**config.mk**
```make
export PLATFORM = sky130hd
export DESIGN_NAME = store_data_narrower
export DESIGN_NICKNAME = d
export VERILOG_FILES = /design/src/rtl/store_data_narrower.sv
export SDC_FILE = /design/constraint.sdc
export NUM_CORES = 1
export LEC_CHECK = 0
export ABC_AREA = 1
export BUFFER_PORTS_ARGS = -buffer_cell sky130_fd_sc_hd__buf_2
export CAP_MARGIN = 30
export CORE_MARGIN = 2
export CORE_UTILIZATION = 59
export DETAILED_ROUTE_END_ITERATION = 8
export PLACE_DENSITY = 0.86
export SETUP_SLACK_MARGIN = 0.4
export SYNTH_ARGS = -nofsm -noshare
export SYNTH_HDL_FRONTEND = slang
export SYNTH_SLANG_ARGS = --single-unit
```
**constraint.sdc**
```tcl
create_clock -name clk -period 2.9 [get_ports clk]
set_clock_uncertainty 0.1 [all_clocks]
set_input_delay 0.58 -clock clk [delete_from_list [all_inputs] [get_ports clk]]
set_output_delay 0.58 -clock clk [all_outputs]
set_load 0.05 [all_outputs]
```
**src/rtl/store_data_narrower.sv**
```systemverilog
// rtl/store_data_narrower.sv - narrows a register value to SB/SH/SW lanes for data memory
// Two-entry skid buffer between EX/MEM and the memory port; bad stores are counted, never written.
module store_data_narrower #(
    parameter int BIG_ENDIAN = 0,
    parameter int ERR_CNT_W  = 8
) (
    input  logic                 clk,
    input  logic                 reset,
    input  logic                 in_valid,
    output logic                 in_ready,
    input  logic [31:0]          in_data,
    input  logic [31:0]          in_addr,
    input  logic [1:0]           in_size,
    output logic                 out_valid,
    input  logic                 out_ready,
    output logic [31:0]          out_addr,
    output logic [31:0]          out_wdata,
    output logic [3:0]           out_be,
    output logic                 err_valid,
    output logic [31:0]          err_addr,
    output logic [ERR_CNT_W-1:0] err_count
);

    typedef enum logic [1:0] {
        ST_EMPTY = 2'd0,
        ST_ONE   = 2'd1,
        ST_TWO   = 2'd2
    } state_t;

    localparam logic [1:0] SIZE_BYTE = 2'b00;
    localparam logic [1:0] SIZE_HALF = 2'b01;
    localparam logic [1:0] SIZE_WORD = 2'b10;

    state_t state;
    state_t state_next;

    logic [31:0] fmt_addr;
    logic [31:0] fmt_wdata;
    logic [3:0]  fmt_be_le;
    logic [3:0]  fmt_be;
    logic        fmt_err;

    logic        accept;
    logic        push;
    logic        pop;
    logic        err_in;

    logic        load_head_new;
    logic        load_head_second;
    logic        load_second;

    logic [31:0] second_addr;
    logic [31:0] second_wdata;
    logic [3:0]  second_be;

    // Request formatting: lane replication and little-endian byte enables.
    always_comb begin
        fmt_addr  = {in_addr[31:2], 2'b00};
        fmt_wdata = in_data;
        fmt_be_le = 4'b0000;
        fmt_err   = 1'b0;
        case (in_size)
            SIZE_BYTE: begin
                fmt_wdata = {4{in_data[7:0]}};
                fmt_be_le = 4'b0001 << in_addr[1:0];
            end
            SIZE_HALF: begin
                fmt_wdata = {2{in_data[15:0]}};
                fmt_be_le = in_addr[1] ? 4'b1100 : 4'b0011;
                fmt_err   = in_addr[0];
            end
            SIZE_WORD: begin
                fmt_wdata = in_data;
                fmt_be_le = 4'b1111;
                fmt_err   = (in_addr[1:0] != 2'b00);
            end
            default: begin
                fmt_err   = 1'b1;
            end
        endcase
    end

    // Big-endian only mirrors the lane enables; the replicated data already covers every lane.
    assign fmt_be = (BIG_ENDIAN != 0) ? {fmt_be_le[0], fmt_be_le[1], fmt_be_le[2], fmt_be_le[3]}
                                      : fmt_be_le;

    assign accept = in_valid && in_ready;
    assign push   = accept && !fmt_err;
    assign err_in = accept && fmt_err;
    assign pop    = out_valid && out_ready;

    always_ff @(posedge clk) begin
        if (reset) begin
            state <= ST_EMPTY;
        end else begin
            state <= state_next;
        end
    end

    always_comb begin
        state_next = state;
        case (state)
            ST_EMPTY: begin
                if (push) state_next = ST_ONE;
            end
            ST_ONE: begin
                if (push && !pop)      state_next = ST_TWO;
                else if (pop && !push) state_next = ST_EMPTY;
            end
            ST_TWO: begin
                if (pop) state_next = ST_ONE;
            end
            default: state_next = ST_EMPTY;
        endcase
    end

    always_comb begin
        out_valid        = (state != ST_EMPTY);
        load_head_new    = 1'b0;
        load_head_second = 1'b0;
        load_second      = 1'b0;
        case (state)
            ST_EMPTY: load_head_new = push;
            ST_ONE: begin
                load_head_new = push && pop;
                load_second   = push && !pop;
            end
            ST_TWO: load_head_second = pop;
            default: ;
        endcase
    end

    // in_ready is registered so it stays off the memory-side combinational path.
    always_ff @(posedge clk) begin
        if (reset) begin
            in_ready <= 1'b0;
        end else begin
            in_ready <= (state_next != ST_TWO);
        end
    end

    always_ff @(posedge clk) begin
        if (reset) begin
            out_addr  <= 32'd0;
            out_wdata <= 32'd0;
            out_be    <= 4'd0;
        end else if (load_head_new) begin
            out_addr  <= fmt_addr;
            out_wdata <= fmt_wdata;
            out_be    <= fmt_be;
        end else if (load_head_second) begin
            out_addr  <= second_addr;
            out_wdata <= second_wdata;
            out_be    <= second_be;
        end
    end

    always_ff @(posedge clk) begin
        if (reset) begin
            second_addr  <= 32'd0;
            second_wdata <= 32'd0;
            second_be    <= 4'd0;
        end else if (load_second) begin
            second_addr  <= fmt_addr;
            second_wdata <= fmt_wdata;
            second_be    <= fmt_be;
        end
    end

    always_ff @(posedge clk) begin
        if (reset) begin
            err_valid <= 1'b0;
            err_addr  <= 32'd0;
            err_count <= '0;
        end else begin
            err_valid <= err_in;
            if (err_in) begin
                err_addr <= in_addr;
                if (err_count != {ERR_CNT_W{1'b1}}) begin
                    err_count <= err_count + ERR_CNT_W'(1);
                end
            end
        end
    end

endmodule

```
==> results by stage, run 1 <==
Logic synthesis:
- After technology mapping, the gate count stands at 1327.
- Yosys printed 0 warnings.
- The area fraction of the dominant cell type after synthesis is 42.52%.
- The top cell type by total area after synthesis is sky130_fd_sc_hd__dfxtp_1.
- The mapped netlist covers 8287 um2.
- The number of distinct library cells after synthesis is 32.
- The per-instance average area after synthesis is 6.245 um2.
- By area the synthesized netlist is led by sky130_fd_sc_hd__dfxtp_1 43%, sky130_fd_sc_hd__nand2_1 22%, sky130_fd_sc_hd__nor2_1 13%.
- The share of the Yosys chip area taken by registers is 42.52%.
- The synthesized design contains 176 register bits.

Die:
- Measured along the x axis, the die boundary spans 122.5 um.
- The number of cell rows is 43.
- The die covers 15010 um2.
- The vertical die dimension is 122.5 um.
- The initial core utilization is 60.17%.
- The standard cell core area is 13770 um2.
- The count of boundary I/O pins is 181.

Critical path:
- The worst stage delay on the critical path is 0.44 ns.
- The capturing element type of the critical path is an output pin.
- STA classifies the critical path startpoint as a flop.
- Along the worst path, the maximum fanout reaches 5.
- The slowest stage of the critical path belongs to the cell sky130_fd_sc_hd__dfxtp_1.
- At the worst endpoint, the required time is 2.22 ns.
- The critical path contains buffers and inverters numbering 2 combined.
- The family with the most delay on the worst path is flip-flops.
- The type of the worst setup path is reg -> out.
- The signal on the critical path passes through nor2_1 -> inv_1 -> buf_2.
- For the worst setup path, the data arrival time is 1.30 ns.

Layout:
- The repair_antennas step left the layout with diodes totalling 0.
- Counting the fill cells in the layout gives 1211.
- Of the cells placed in the final design, the portion with a size suffix greater than 1 is 16.89%.
- The post-route non-filler standard cell count is 1654.
- At the end of the flow, the number of nets in the layout was 1532.
- The area growth from synthesis to layout is 17.89%.

Placement:
- In this run the tool buffered the top-level ports with 178 buffer cells.
- The placed wire-length estimate is 13630 um.
- In this run, placement finished with an instance count of 1622.
- At the end of routability-driven placement, the weighted congestion stood at 0.9005.

Clock network:
- The number of setup buffers added after CTS is 0.
- Once the clock tree was built, the resizer swapped 0 gates to a different size.
- The clock net sink count is 176.
- The largest buffer count on any clock path is 2.
- TritonCTS created 17 clock buffers.
- The H-tree was split into 4 levels.
- The count of hold buffers inserted by post-cts repair is 0.
- The later pin in the worst-skew pair is clocked with a latency of 0.43 ns.
- TritonCTS built the clock tree.
- The clock root buffer master is sky130_fd_sc_hd__clkbuf_16.
- The clock slew seen by the registers of the worst setup and hold paths is 0.07 ns.

Outcome:
- The run finished with clean final reports.

STA:
- The final count of hold timing violations is 0.
- The number of slew-limit violations in the final report is 0.
- The minimum period implied by the final worst setup slack is 1.977 ns.
- Adding up every negative setup slack in the final design gives 0 ns.
- For the pin with the worst max-slew slack, the measured transition is 0.5647 ns.
- Setup violations remaining at the end of the flow were counted as 0.
- The worst pin sits at a relative slew slack of 62.35%.
- The fraction of the cycle the final worst path needs is 68.16%.
- Derived from the worst setup path, the maximum achievable clock frequency is 0.5059 GHz.
- Setup repair after global routing left no endpoint under its margin.

Pwr:
- For this design the ratio of total power to cell area is 578.8 nW/um2.
- IR analysis of the VDD net gives a maximum drop of 0.4376 mV.
- Summed over all cells, the static leakage comes to 5.035 nW.

Detailed routing:
- The total routed wirelength is 21140 um.
- The average detailed-routed wire length per instance is 12.78 um.
- The number of violations reported at the end of detailed-routing iteration 0 is 646.
- The first-pass iteration count of the detailed router is 5.
- The routed layout has 8299 vias.
- In the routed design, unresolved DRC markers number 0.
- Using the TritonRoute via totals, the vias-per-cell ratio works out to 5.018.
- The residual antenna-violating net count after detailed routing is 0.

Worst hold path:
- The path type of the worst min-delay path is in -> reg.

GRT:
- The via count of the first global-routing pass is 7159.
- The wire length of the first global-routing pass is 33850 um.
- The residual overflow from global routing is 0.
- The maximum number of pins on one net before global-route repair is 91.
- The initial antenna violation count is 0.
- Global routing used 28.49% of the available tracks.

Flow run:
- The tool flagged a number of max-cap violations equal to 0.
area by class of cell:
| cell class | instances | area, um2 | share of cell area [%] |
|---|---|---|---|
| clock buffers | 17 | 425.4 | 4.355 |
| clock inverters | 15 | 175.2 | 1.793 |
| inverters | 95 | 359.1 | 3.676 |
| multi-input cells | 974 | 3990 | 40.84 |
| flip-flops and latches | 176 | 3523 | 36.07 |
| well taps | 180 | 225.2 | 2.305 |
| repair buffers | 197 | 1071 | 10.96 |
cell usage after synthesis:
master and n:
sky130_fd_sc_hd__nand2_1 491, sky130_fd_sc_hd__nor2_1 296, sky130_fd_sc_hd__dfxtp_1 176, sky130_fd_sc_hd__inv_1 90
sky130_fd_sc_hd__o21ai_0 69, sky130_fd_sc_hd__a21oi_1 49, sky130_fd_sc_hd__nand3_1 35, sky130_fd_sc_hd__clkbuf_1 28
sky130_fd_sc_hd__buf_2 23, sky130_fd_sc_hd__buf_4 21, sky130_fd_sc_hd__buf_1 8, sky130_fd_sc_hd__o21ai_1 7
sky130_fd_sc_hd__inv_2 5, sky130_fd_sc_hd__nand2_2 5, sky130_fd_sc_hd__buf_6 3, sky130_fd_sc_hd__a31oi_1 2
sky130_fd_sc_hd__nand4_1 2, sky130_fd_sc_hd__nor2_2 2, sky130_fd_sc_hd__xor2_1 2, sky130_fd_sc_hd__a21oi_4 1
sky130_fd_sc_hd__and2_1 1, sky130_fd_sc_hd__conb_1 1, sky130_fd_sc_hd__ha_1 1, sky130_fd_sc_hd__nand3_2 1
sky130_fd_sc_hd__nand3_4 1, sky130_fd_sc_hd__nand3b_1 1, sky130_fd_sc_hd__nand4_2 1, sky130_fd_sc_hd__nor2_4 1
sky130_fd_sc_hd__nor3_1 1, sky130_fd_sc_hd__o21ai_2 1, sky130_fd_sc_hd__o22ai_1 1, sky130_fd_sc_hd__or2_2 1
cell families after synthesis:
family | count (synthesis) | share of synthesized area [%]
buffers and inverters | 178 | 9.633
DFF | 176 | 42.52
and+or+nand+nor | 839 | 39.36
AOI/OAI and AO/OA | 130 | 8.078
xor gates and xnor gates | 2 | 0.2114
adders and majority gates | 1 | 0.1510
other | 1 | 0.04525
path summary, 6_finish.rpt:
path | from | end | slack, ns | cells after the start
max | state[1]$_SDFF_PP0_ | out_valid | 0.92 | 3
min reg2reg | err_addr[1]$_SDFFE_PP0P_ | err_addr[1]$_SDFFE_PP0P_ | 0.36 | 2
min | in_data[3] | out_wdata[3]$_SDFFE_PP0P_ | 0.29 | 3
max reg2reg | in_ready$_SDFF_PP0_ | second_addr[31]$_SDFFE_PP0P_ | 1.12 | 8
tightest hold or removal path, stage by stage:
cell	delay, ns
sky130_fd_sc_hd__buf_2	0.09
sky130_fd_sc_hd__nor2_1	0.04
sky130_fd_sc_hd__nor2_1	0.08
cells in the final DEF, fill, tap and decap left out, types with 3 or more instances in the layout:
cell type	instances
sky130_fd_sc_hd__nand3_1	35
sky130_fd_sc_hd__nand2_2	5
sky130_fd_sc_hd__inv_1	90
sky130_fd_sc_hd__inv_8	3
sky130_fd_sc_hd__nor2_1	295
sky130_fd_sc_hd__o21ai_0	69
sky130_fd_sc_hd__buf_4	16
sky130_fd_sc_hd__inv_2	4
sky130_fd_sc_hd__inv_6	3
sky130_fd_sc_hd__buf_2	178
sky130_fd_sc_hd__nand2_1	491
sky130_fd_sc_hd__clkinv_4	4
sky130_fd_sc_hd__dfxtp_1	176
sky130_fd_sc_hd__nor2_4	3
sky130_fd_sc_hd__clkbuf_16	17
sky130_fd_sc_hd__buf_12	3
sky130_fd_sc_hd__o21ai_1	7
sky130_fd_sc_hd__a21oi_1	49
power breakdown:
part | total [mW] | leakage (nW) | switching, mW | internal (mW)
registers | 2.53 | 1.43 | 0.0365 | 2.49
logic | 0.807 | 3.32 | 0.599 | 0.208
clock network | 2.32 | 0.290 | 1.02 | 1.30
registers in the layout, summed over array words and instances (netlist names), 4 cells and up:
name,flops
second_addr,30
second_wdata,32
err_addr,32
err_count,8
second_be,4
out_wdata,32
out_be,4
out_addr,30
stage by stage:
stage,utilization [%],hold WS (ns),setup slack [ns],instance area [um2],power (mW)
6_report,70.93,0.2918,0.9235,9769,5.654
5_1_grt,70.93,0.2999,0.7795,9769,5.871
4_1_cts,70.93,0.2813,0.9044,9769,5.683
3_5_place_dp,66.57,0.3525,0.5295,9169,3.381
3_3_place_gp,66.57,0.3453,0.5727,9169,3.368
2_1_floorplan,-,0.3554,1.111,8290,3.157
routing by layer:
| metal | vias up | part of all wire [%] | global-route usage (%) |
|---|---|---|---|
| li1 | 4286 | - | - |
| met1 | 3704 | 43 | 36.35 |
| met2 | 277 | 48 | 47.85 |
| met3 | 32 | 7.0 | 5.809 |
| met4 | 0 | 1.9 | 10.06 |
| met5 | - | 0 | 0 |
No activity file was read; power rests on OpenSTA's default activity.
==> run 2: changes to the inputs <==
Settings changed: CORE_UTILIZATION 59 to 55, PLACE_DENSITY 0.86 to 0.81.
Clock period 2.9 ns to 2.05 ns, I/O delays scaled along.
==> run 2 against run 1 <==
Net effect: clock power increased by 38%; register-to-register slack got worse by 0.69 ns; hold slack got worse by 0.17 ns; count of clock-buffer cells in the layout increased by 2; non-clock buffer count increased by 23.
==> results by stage, run 2 (synthesis results as in run 1) <==
Outcome:
- The flow ran to the end, and the final reports show no timing, DRC or antenna violations.

Critical path:
- The arrival time reported for the critical path endpoint was 1.13 ns (-0.17 ns).
- The count of buffering cells on the critical path with inverters included is 2 (unchanged).
- The worst setup path is of the reg -> out kind.
- In this run the critical register-to-register path is captured at second_addr[5]$_SDFFE_PP0P_.
- The count of cells along the worst register-to-register path came to 9 (+1).
- The worst setup path is launched from a flop.
- The largest fanout on the critical path is 5 (unchanged).
- The setup slack on the worst flop-to-flop path is 0.43 ns (-0.69 ns).
- Tracing the worst setup path back leads to its startpoint at state[0]$_SDFF_PP0_.
- Walking the worst path, the cells encountered are nor2_4 -> inv_1 -> buf_6.
- The worst stage delay on the critical path is 0.37 ns (-0.07 ns).
- The launch instance of the worst register-to-register path is in_ready$_SDFF_PP0_.
- The cell count along the critical path is 3 (unchanged).
- The standard cell with the maximum stage delay on the critical path is sky130_fd_sc_hd__dfxtp_4.
- In this run the worst setup path terminates at out_valid.
- The capturing element type of the critical path is an output pin.
- The family with the most delay on the worst path is flip-flops.
- The worst endpoint required time is 1.54 ns (-0.68 ns).

Clock network:
- The source-to-sink clock delay at the later pin of the worst-skew pair was 0.43 ns (about the same).
- The TritonCTS clock tree is done.
- The deepest level of the CTS H-tree was 4 (unchanged).
- The clock slew seen by the registers of the worst setup and hold paths is 0.06 ns (about the same).
- The total CTS buffers is 17 (unchanged).
- The tree is rooted in a sky130_fd_sc_hd__clkbuf_16.
- The largest buffer count on any clock path is 2 (unchanged).
- The clock net sink count is 176 (unchanged).

Detailed routing:
- The total routed wirelength is 23090 um (+9.2%).
- The first-pass iteration count of the detailed router was 5 (unchanged).
- The remaining routing DRC violations is 0 (unchanged).
- The residual antenna-violating net count after detailed routing came to 0 (unchanged).
- The vias after detailed routing was 8474 (+2.1%).
- The average detailed-routed wire length per instance was 13.73 um (+7.4%).
- The detail-routed via count per cell came to 5.038 (+0.41%).
- The number of violations reported at the end of detailed-routing iteration 0 was 679 (+5.1%).

STA:
- The final sum of negative setup slack is 0 ns (unchanged).
- The final count of hold timing violations is 0 (unchanged).
- Setup repair after global routing left no endpoint under its margin.
- The number of slew-limit violations in the final report is 0 (unchanged).
- After layout, the minimum clock period comes to 1.638 ns.
- The fraction of the cycle the final worst path needs is 79.91%.
- The number of endpoints failing setup at the final stage came to 0 (unchanged).
- Timing would allow up to 0.6104 GHz.

Placement:
- The placed wire-length estimate is 14200 um (+4.1%).
- The weighted congestion at the end of routability-driven global placement is 0.8639 (-4.1%).
- The total placed cells including tap cells is 1634 (+0.74%).
- The number of buffers inserted by port buffering is 178 (unchanged).
- The standard cell area after detailed placement is 9300 um2 (+1.4%).

GRT:
- The global routing usage summed across all routing layers is 26.70% (-1.8 points).
- The residual overflow from global routing is 0 (unchanged).
- The maximum number of pins on one net before global-route repair came to 77 (-15%).
- The initial antenna violation count is 1 (+1).
- The via count of the first global-routing pass is 7224 (+0.91%).
- The wire length of the first global-routing pass is 34930 um (+3.2%).

Layout:
- The proportion of layout cells with a drive suffix above 1 was 18.57% (+1.7 points).
- The largest registers in the layout are err_addr x32, out_wdata x32, second_wdata x32.
- The post-route cell area came to 10200 um2 (+4.4%).
- The share of the core filled with cells is 69.68% (-1.3 points).
- The number of nets at the end of the flow is 1555 (+1.5%).
- Relative to the synthesized area, the layout overhead comes to 23.13%.
- Leaving out fill and tap cells, the most frequent cell in the layout is sky130_fd_sc_hd__nand2_1.
- The post-route non-filler standard cell count is 1682 (+1.7%).
- The library cells used most frequently in the layout, excluding fill and tap cells, are 491 x sky130_fd_sc_hd__nand2_1, 294 x sky130_fd_sc_hd__nor2_1, 172 x sky130_fd_sc_hd__buf_2.

Pwr:
- The total chip power is 7.948 mW (+41%).
- The static leakage power is 5.193 nW (+3.2%).
- The worst supply voltage drop on vdd was 0.5988 mV (+37%).
- The power per cell area was 778.9 nW/um2 (+35%).

Die:
- The die area was 16060 um2 (+7.0%).
- The initial core utilization came to 56.59% (-3.6 points).
- The die outline width is 126.7 um (+3.5%).
- The number of cell rows is 44 (+2.3%).
- The standard cell core area was 14640 um2 (+6.3%).
- The count of boundary I/O pins is 181 (unchanged).
- The vertical die dimension is 126.7 um (+3.5%).

Worst hold path:
- The tightest min-delay check is of the in -> reg type.

Flow run:
- The number of max-capacitance violations reported was 0 (unchanged).
==> run 2: cell types whose count changed in the layout (fill, tap and decap cells not counted), moves of 4 or more <==
| cell | before | now |
|---|---|---|
| sky130_fd_sc_hd__buf_12 | 3 | 11 |
| sky130_fd_sc_hd__dfxtp_2 | 0 | 4 |
| sky130_fd_sc_hd__buf_4 | 16 | 26 |
| sky130_fd_sc_hd__clkbuf_16 | 17 | 23 |
| sky130_fd_sc_hd__clkinvlp_4 | 2 | 7 |
| sky130_fd_sc_hd__buf_2 | 178 | 172 |
| sky130_fd_sc_hd__dfxtp_1 | 176 | 170 |
==> run 2: cell type report <==
class,count,area [um2]
clock inverters,13,140.1
inverters,95,361.6
clock buffers,19,442.9
fillers,1291,4441
well taps,184,230.2
multi-input cells,974,4003
flip-flops and latches,176,3536
diodes,1,2.502
repair buffers,220,1488
==> run 2: stage by stage <==
stage	hold slack [ns]	setup slack (ns)
after floorplan	0.3554	0.4336
after global placement	0.3480	0.1756
after detailed placement	0.3513	0.1237
after CTS	0.1166	0.3890
after global routing	0.1324	0.3812
final	0.1262	0.4118
==> run 2: how the worst min path moves through the flow <==
stage,cells after the start,slack [ns],startpoint,to
2_1_floorplan,2,0.36,second_addr[10]$_SDFFE_PP0P_,second_addr[10]$_SDFFE_PP0P_
3_3_place_gp,2,0.35,err_addr[1]$_SDFFE_PP0P_,err_addr[1]$_SDFFE_PP0P_
3_5_place_dp,2,0.35,err_addr[27]$_SDFFE_PP0P_,err_addr[27]$_SDFFE_PP0P_
4_1_cts,3,0.12,in_data[6],out_wdata[6]$_SDFFE_PP0P_
5_1_grt,3,0.13,in_data[0],out_wdata[0]$_SDFFE_PP0P_
6_report,3,0.13,in_data[6],out_wdata[6]$_SDFFE_PP0P_
==> run 2: timing repair <==
item | CTS | global route
resized for setup | 5 | 13
pin swaps | 0 | 4
endpoints found under the setup margin | 22 | 123
hold buffers | 0 | 0
cloned | 1 | 6
setup buffers | 0 | 8
==> run 2: worst reg2reg max path, cell delays in order, from the launching register on <==
cell and delay, ns:
sky130_fd_sc_hd__dfxtp_2 0.35, sky130_fd_sc_hd__nand2_1 0.10, sky130_fd_sc_hd__inv_4 0.10, sky130_fd_sc_hd__nand3_4 0.13, sky130_fd_sc_hd__nor2_4 0.20, sky130_fd_sc_hd__buf_12 0.16, sky130_fd_sc_hd__clkbuf_16 0.22, sky130_fd_sc_hd__nand2_1 0.08
sky130_fd_sc_hd__nand2_1 0.05, sky130_fd_sc_hd__nor2_1 0.03
==> run 2: per-layer routing <==
layer	vias to the layer above	share of wire (%)	track usage [%]
met5	-	0	0
met4	0	1.9	9.244
met3	30	7.1	4.386
met2	306	47	44.26
li1	4341	-	-
met1	3797	44	35.55
==> run 2: power by group <==
group	internal, mW	switching (mW)	leakage, nW	total (mW)
Combinational	0.318	0.850	3.50	1.17
Sequential	3.52	0.0565	1.43	3.58
Clock	1.82	1.38	0.263	3.20
Total	5.66	2.28	5.19	7.95
